[config.mk]
export PLATFORM = sky130hd
export DESIGN_NAME = control_unit
export DESIGN_NICKNAME = d
export VERILOG_FILES = /design/src/rtl/ctrl_pkg.sv /design/src/rtl/control_unit_instr_counter.sv /design/src/rtl/control_unit.sv
export SDC_FILE = /design/constraint.sdc
export NUM_CORES = 1
export LEC_CHECK = 0
export CORE_UTILIZATION = 43
export DETAILED_ROUTE_END_ITERATION = 6
export PLACE_DENSITY = 0.78
export SLEW_MARGIN = 20
export SYNTH_ARGS = -nofsm -noshare
export SYNTH_HDL_FRONTEND = slang
export SYNTH_SLANG_ARGS = --single-unit
[constraint.sdc]
create_clock -name Clock -period 2.2 [get_ports Clock]
set_input_delay 0.44 -clock Clock [delete_from_list [all_inputs] [get_ports Clock]]
set_output_delay 0.44 -clock Clock [all_outputs]
set_load 0.005 [all_outputs]
[src/rtl/ctrl_pkg.sv]
// ctrl_pkg -- shared definitions for the accumulator-machine controller.
// Holds the opcode values, the controller state encoding, the accumulator
// source-select codes and the opcode-to-execute-state mapping.
// Used by control_unit and by the datapath bench.
package ctrl_pkg;

  typedef enum logic [2:0] {
    OP_LOAD  = 3'b000,
    OP_STORE = 3'b001,
    OP_ADD   = 3'b010,
    OP_SUB   = 3'b011,
    OP_INPUT = 3'b100,
    OP_JZ    = 3'b101,
    OP_JPOS  = 3'b110,
    OP_HALT  = 3'b111
  } opcode_t;

  typedef enum logic [3:0] {
    S_START,
    S_FETCH,
    S_DECODE,
    S_LOAD,
    S_STORE,
    S_ADD,
    S_SUB,
    S_INPUT,
    S_JZ,
    S_JPOS,
    S_HALT
  } state_t;

  localparam logic [1:0] ASEL_ALU = 2'b00;
  localparam logic [1:0] ASEL_IN  = 2'b01;
  localparam logic [1:0] ASEL_RAM = 2'b10;

  // Execute state selected by the opcode held in the instruction register.
  function automatic state_t exec_state(input logic [2:0] ir);
    case (ir)
      OP_LOAD:  return S_LOAD;
      OP_STORE: return S_STORE;
      OP_ADD:   return S_ADD;
      OP_SUB:   return S_SUB;
      OP_INPUT: return S_INPUT;
      OP_JZ:    return S_JZ;
      OP_JPOS:  return S_JPOS;
      default:  return S_HALT;
    endcase
  endfunction

endpackage

[src/rtl/control_unit_instr_counter.sv]
// instr_counter -- retired-instruction counter.
// Ports:
//   clk    rising-edge clock
//   rst_n  asynchronous active-low reset, clears the count
//   inc    count one retired instruction on this edge
//   count  current count, wraps from 2^CNT_W-1 to 0
module instr_counter #(
  parameter int CNT_W = 8
) (
  input  logic             clk,
  input  logic             rst_n,
  input  logic             inc,
  output logic [CNT_W-1:0] count
);

  always_ff @(posedge clk or negedge rst_n) begin
    if (!rst_n) begin
      count <= '0;
    end else if (inc) begin
      count <= count + 1'b1;
    end
  end

endmodule

[src/rtl/control_unit.sv]
// control_unit -- FSM controller for a simple accumulator datapath.
// Each instruction runs START, FETCH, DECODE and one execute state; INPUT
// waits in its execute state for the Enter strobe and HALT is terminal until
// reset.
// Ports:
//   Clock, Reset (async active-low)
//   IR[2:0]        opcode from the instruction register, sampled in DECODE
//   Aeq0, Apos     accumulator flags for JZ / JPOS
//   Enter          operator strobe completing INPUT
//   Step           (only with CTRL_SINGLE_STEP_EN) allows START to advance
//   IRload, PCload, JMPmux, Meminst, MemWr, Aload, Sub, Asel[1:0]  datapath controls
//   Halt           high while halted
//   Count          retired-instruction count (CNT_W bits)
// Build option: define CTRL_SINGLE_STEP_EN to add the Step input.
module control_unit
  import ctrl_pkg::*;
#(
  parameter int CNT_W = 8
) (
  input  logic             Clock,
  input  logic             Reset,
  input  logic [2:0]       IR,
  input  logic             Aeq0,
  input  logic             Apos,
  input  logic             Enter,
`ifdef CTRL_SINGLE_STEP_EN
  input  logic             Step,
`endif
  output logic             IRload,
  output logic             PCload,
  output logic             JMPmux,
  output logic             Meminst,
  output logic             MemWr,
  output logic             Aload,
  output logic             Sub,
  output logic [1:0]       Asel,
  output logic             Halt,
  output logic [CNT_W-1:0] Count
);

  state_t state;
  logic   go;
  logic   retire;

`ifdef CTRL_SINGLE_STEP_EN
  assign go = Step;
`else
  assign go = 1'b1;
`endif

  always_ff @(posedge Clock or negedge Reset) begin
    if (!Reset) begin
      state <= S_START;
    end else begin
      case (state)
        S_START:  if (go) state <= S_FETCH;
        S_FETCH:  state <= S_DECODE;
        S_DECODE: state <= exec_state(IR);
        S_INPUT:  if (Enter) state <= S_START;
        S_HALT:   state <= S_HALT;
        default:  state <= S_START;
      endcase
    end
  end

  // An instruction retires when its execute state hands back to START;
  // HALT counts as retired on the edge that enters it.
  always_comb begin
    retire = 1'b0;
    case (state)
      S_LOAD, S_STORE, S_ADD, S_SUB, S_JZ, S_JPOS: retire = 1'b1;
      S_INPUT:  retire = Enter;
      S_DECODE: retire = (IR == OP_HALT);
      default:  retire = 1'b0;
    endcase
  end

  always_comb begin
    IRload  = 1'b0;
    PCload  = 1'b0;
    JMPmux  = 1'b0;
    Meminst = 1'b0;
    MemWr   = 1'b0;
    Aload   = 1'b0;
    Sub     = 1'b0;
    Asel    = ASEL_ALU;
    Halt    = 1'b0;
    case (state)
      S_FETCH: begin
        IRload = 1'b1;
        PCload = 1'b1;
      end
      S_DECODE: Meminst = 1'b1;
      S_LOAD: begin
        Meminst = 1'b1;
        Asel    = ASEL_RAM;
        Aload   = 1'b1;
      end
      S_STORE: begin
        Meminst = 1'b1;
        MemWr   = 1'b1;
      end
      S_ADD: begin
        Meminst = 1'b1;
        Aload   = 1'b1;
      end
      S_SUB: begin
        Meminst = 1'b1;
        Aload   = 1'b1;
        Sub     = 1'b1;
      end
      S_INPUT: begin
        Asel  = ASEL_IN;
        Aload = Enter;
      end
      S_JZ: begin
        JMPmux = 1'b1;
        PCload = Aeq0;
      end
      S_JPOS: begin
        JMPmux = 1'b1;
        PCload = Apos;
      end
      S_HALT:  Halt = 1'b1;
      default: ;
    endcase
  end

  instr_counter #(
    .CNT_W(CNT_W)
  ) u_instr_counter (
    .clk  (Clock),
    .rst_n(Reset),
    .inc  (retire),
    .count(Count)
  );

endmodule

[Word level (Yosys, flattened, before mapping)]
Index checks and enable logic that the tools add are counted.
Storage, ports and cells
  word-level logic and storage cells: 40
  flip-flop bits (word level): 12
  input bits: 8
  output and inout bits: 18
Cells by class
  muxes and demuxes: 13
  add/subtract/negate cells: 1
  eq/ne operators: 18
  reduce and logical (&&, ||, !) cells: 6
Operator list (count)
  $pmux 4 s7: 1
  $pmux 4 s5: 1
  $eq 4x3->1 const B: 4
  $eq 3x3->1 const B: 4
  $eq 4x4->1 const B: 3
  $add 8x1->8 const B: 1
  $eq 4x2->1 const B: 2
  $eq 3x2->1 const B: 2
  $mux 1: 6
  $pmux 1 s3: 2
  $reduce_or 6->1: 1
  $reduce_or 5->1: 1
  $eq 4x1->1 const B: 1
  $logic_not 4->1: 1
  $mux 4: 1
  $pmux 2 s2: 1
  $eq 3x1->1 const B: 1
  $logic_not 3->1: 1
  $reduce_or 3->1: 1
  $ne 2x2->1 const B: 1
  $pmux 1 s2: 1
  $reduce_or 2->1: 1

[Depth between registers and ports, before layout]
  depth after elaboration: 3
  mapped depth: 5
  depth with buffers taken out: 5

[Modules after synthesis]
From an unflattened synthesis, not the netlist that was laid out.
Second synthesis, totals
  cell total of the unflattened synthesis: 79
  area total of the unflattened synthesis: 767.0 µm²
By module, submodules not included
  control_unit: area an instance 429.2 µm², cells each 53, sequential area each 100.1 µm², instances 1
  instr_counter: area an instance 337.8 µm², cells each 26, sequential area each 200.2 µm², instances 1

[Worst setup path before layout]
OpenSTA, ideal clock, no wires.
  path type: register to register
  start point: register state[0]
  end point: register u_instr_counter.count[1]
  arrival time: 1499 ps
  path buffers: 0
  required time: 2075 ps
  path slack: 576 ps
  cell stages (with the launch flop): 5
  period minus slack after synthesis: 1624 ps
  setup time: 125 ps
  path through: dfrtp_1 > or4b_4 > o21bai_4 > nor2_2 > mux2_4
On the way
  longest elaborated chain between the ends: 3
  elaborated cells on any way between the ends: 10
  those cells by class: eq/ne (8); mux (1); reduce/logical (1)
RTL lines
  start, declared: RTL line control_unit.sv:41  | state_t state;
  start signal, assigned: RTL line control_unit.sv:58  | S_DECODE: state <= exec_state(IR);
  $eq 4x2->1, or another cell as far along: RTL line control_unit.sv:70  | case (state)
  $reduce_or 6->1: RTL line control_unit.sv:70
  $pmux 1 s3 (*): RTL line control_unit.sv:70
  end signal, assigned: RTL line control_unit_instr_counter.sv:20  | count <= count + 1'b1;
  end, declared: RTL line control_unit_instr_counter.sv:13  | output logic [CNT_W-1:0] count
Mark *: on every way between the ends. The rest lies on a longest branch, timed or not.
A chain may end at the register's enable or synchronous reset.

[Worst setup path after layout]
  start point: register state[0]
  end point: output Asel[1]
On the way
  longest elaborated chain between the ends: 2
  elaborated cells on any way between the ends: 3
  those cells by class: eq/ne (2); mux (1)
RTL lines
  $eq 4x3->1 / $eq 4x2->1 (equally long branches): RTL line control_unit.sv:88  | case (state)
  $pmux 2 s2 (*): RTL line control_unit.sv:88
  end, declared: RTL line control_unit.sv:36  | output logic [1:0] Asel,
Marked as above.

==> out/metrics.csv <==
metric,value,unit
CP max-delay cell,clkdlybuf4s50_1,
worst slew pin tran,0.521,ns
register area,305,sq um
DRT iter0 DRCs,9,
Area contributors post-synth,"dfrtp_1 41%, xnor2_1 9.6%, o21ai_0 4.1%, nand2_1 3.1%, clkbuf_1 2.6%",
Vias,686,
Synth Instances,76,
critical path class,register to primary output,
Filler cells,138,
# DRC,0,
Vias/cell,5.67,
cell family with most CP delay,buffers and inverters,
top-area cell type share of the netlist area,41.2,%
Final Hold Viols,0,
Layout Nets,115,
Starting Density,47.3,%
latest clock arrival within the worst-skew pair,0.27,ns
syn avg cell area,9.60,sq um
vias in the first global route,582,
worst reg2reg setup slack,0.39,ns
clock slew at reported path FFs,0.07,ns
"Cell Area, Placed",996,sq um
Yosys warnings,0,
CTS Buffer Depth,2,
H-tree Lvls,1,
GRT Util Overall,19.0,%
Final min period,2.14,ns
post-synthesis cell type count,30,
largest net degree at the start of global routing,15,
CP required,1.76,ns
worst hold start,u_instr_counter.count[7]$_DFFE_PN0P_,
Final GP Congestion,0.721,
first-pass GRT wire length,2.62,mm
"Seq/Total Area, Yosys",41.2,%
max_cap viols,0,
Max Clock Skew,0.00300,ns
Startpoint Class,register,
syn nets,85,
maximum VDD drop,0.754,mV
placed cell count,114,
initial antenna violation count,0,
# IOs,26,
WL/cell,13.8,um
Worst R2R End,u_instr_counter.count[1]$_DFFE_PN0P_,
Critical Path End Type,primary output,
clock root cell,clkbuf_4,
Yosys reg bits,12,
Leak Pwr,0.444,nW
Pwr per Cell Area,1220,nW/um^2
max incr delay on CP,0.55,ns
Worst Reg-to-Reg Cells,4,
Detailed Place HPWL,1.19,mm
"Area growth, synth to finish",47.2,%
Arrival @ worst endpoint,1.70,ns
Final Max Slew Viols,0,
setup_tns,0,ns
Clock Sinks,12,
period utilization,97.3,%
design area,1070,sq um
Worst Hold Class,register to register,
TritonRoute pass-1 iters,2,
GRT Residual Overflow,0,
max frequency,467,MHz
status,"finished, final reports clean",
cts hold-fix bufs,0,
Mapped Area,729,sq um
Die Y,43.2,um
Post-Route WL,1.67,mm
fin worst setup slack,0.0594,ns
TritonCTS clock tree,built,
"critical path, cell by cell",buf_4 > nand2_1 > nor3_1 > clkdlybuf4s50_1,
die area,1860,sq um
multi-input logic area,427,sq um
Hold Crit Depth,1,
Layout Utilization,69.6,%
crit path buf inv count,2,
IO buf count,25,
setup violators final,0,
Site Rows,14,
"antenna viol nets, final",0,
number of buffers created by CTS,3,
Non-Filler Instances,121,
Max transition margin,65.2,%
critical path peak fanout,10,
die width,43.2,um
leading area contributor after synthesis,dfrtp_1,
Hold EP,u_instr_counter.count[7]$_DFFE_PN0P_,
R2R Path Start,state[2]$_DFFE_PN0P_,
share of layout cells above drive strength 1,19.0,%
n_diodes,0,
Post-Place Setup Slack,-0.0621,ns
core area,1540,sq um
metrics by stage:
step                hold WS, ns  power (mW)
floorplan                 0.144       0.786
global placement          0.461        1.07
detailed placement        0.467        1.09
CTS                       0.477        1.27
global route              0.492        1.40
finish                    0.470        1.31
cells by family (layout without fill, tap and decap cells):
logic type               Yosys count  in the layout  share of synthesized area (%)
AND/OR/NAND/NOR                   30             30                           24.7
AO/OA/AOI/OAI                     19             19                           18.2
flip-flops                        12             12                           41.2
XOR/XNOR                           8              8                           9.61
buffers and inverters              5             34                           2.57
adder cells (fa/ha/maj)            1              1                           1.71
multiplexers                       1              1                           2.06
flip-flops by register name, summed over array words and instances (netlist names):
register               cells
state                      4
u_instr_counter.count      8
synth_stat cells:
library cell and number:
nor4b_1 1, nor2_2 1, xnor2_1 8, nor3b_1 2, nor3_1 3, o31ai_1 1
a21oi_1 3, nand3_1 1, a31oi_1 1, o211ai_1 1, ha_1 1, or3_1 1
o32ai_1 1, and4_1 2, or4b_4 1, o21bai_4 1, dfrtp_1 12, o21ai_0 6
nor2_1 4, and3b_1 1, a21o_1 2, nand4b_1 1, and3_1 2, nand2_1 6
o2111ai_1 1, nand2b_1 3, mux2_4 1, o21bai_1 2, clkbuf_1 5, nor4_1 1
cell usage in the layout (no fill, tap or decap), types with 2 or more instances in the layout:
master	synthesis	final
dfrtp_2	0	4
nand2_1	6	6
nor3_1	3	2
nor2_1	4	4
and3_1	2	2
buf_4	0	5
and4_1	2	2
clkbuf_4	0	3
nand2b_1	3	3
dlygate4sd2_1	0	2
a21oi_1	3	3
a21o_1	2	2
xnor2_1	8	8
clkdlybuf4s50_1	0	23
o21ai_0	6	6
dfrtp_1	12	8
o21bai_1	2	2
routing by layer:
| metal | GRT usage, % | vias to the layer above | wire (um) |
|---|---|---|---|
| met1 | 23.6 | 338 | 737 |
| met5 | 0 | - | 0 |
| met3 | 7.66 | 0 | 62 |
| li1 | - | 336 | - |
| met4 | 1.82 | 0 | 0 |
| met2 | 31.9 | 12 | 872 |
repair_timing:
item,4_1_cts,5_1_grt
pin swaps,0,1
endpoints found under the setup margin,4,7
resized for setup,7,2
setup buffers,0,3
endpoints found under the hold margin,0,0
layout make-up:
cell class	count	area share (%)
tap	16	1.86
multi-input combinational	59	39.7
clock buffer	4	3.38
sequential	12	28.4
timing repair buffer	30	26.6
worst max-delay path by stage:
stage                     depth (start not counted)                                   end            startpoint
final                                             4                               Asel[1]  state[0]$_DFFE_PN0P_
after global routing                              4                               Asel[1]  state[0]$_DFFE_PN0P_
after CTS                                         3                                 MemWr  state[2]$_DFFE_PN0P_
after detailed placement                          5                                 Aload                 Enter
after global placement                            5                                 Aload                 Enter
after floorplan                                   4  u_instr_counter.count[1]$_DFFE_PN0P_  state[0]$_DFFE_PN0P_
power by group:
group          total (mW)  internal (mW)  switching [mW]  leakage [nW]
logic               0.661          0.416           0.244         0.275
clock network       0.172          0.101          0.0718        0.0210
registers           0.474          0.310           0.164         0.149
total                1.31          0.827           0.480         0.444
Power figures use the tool's default switching activity.
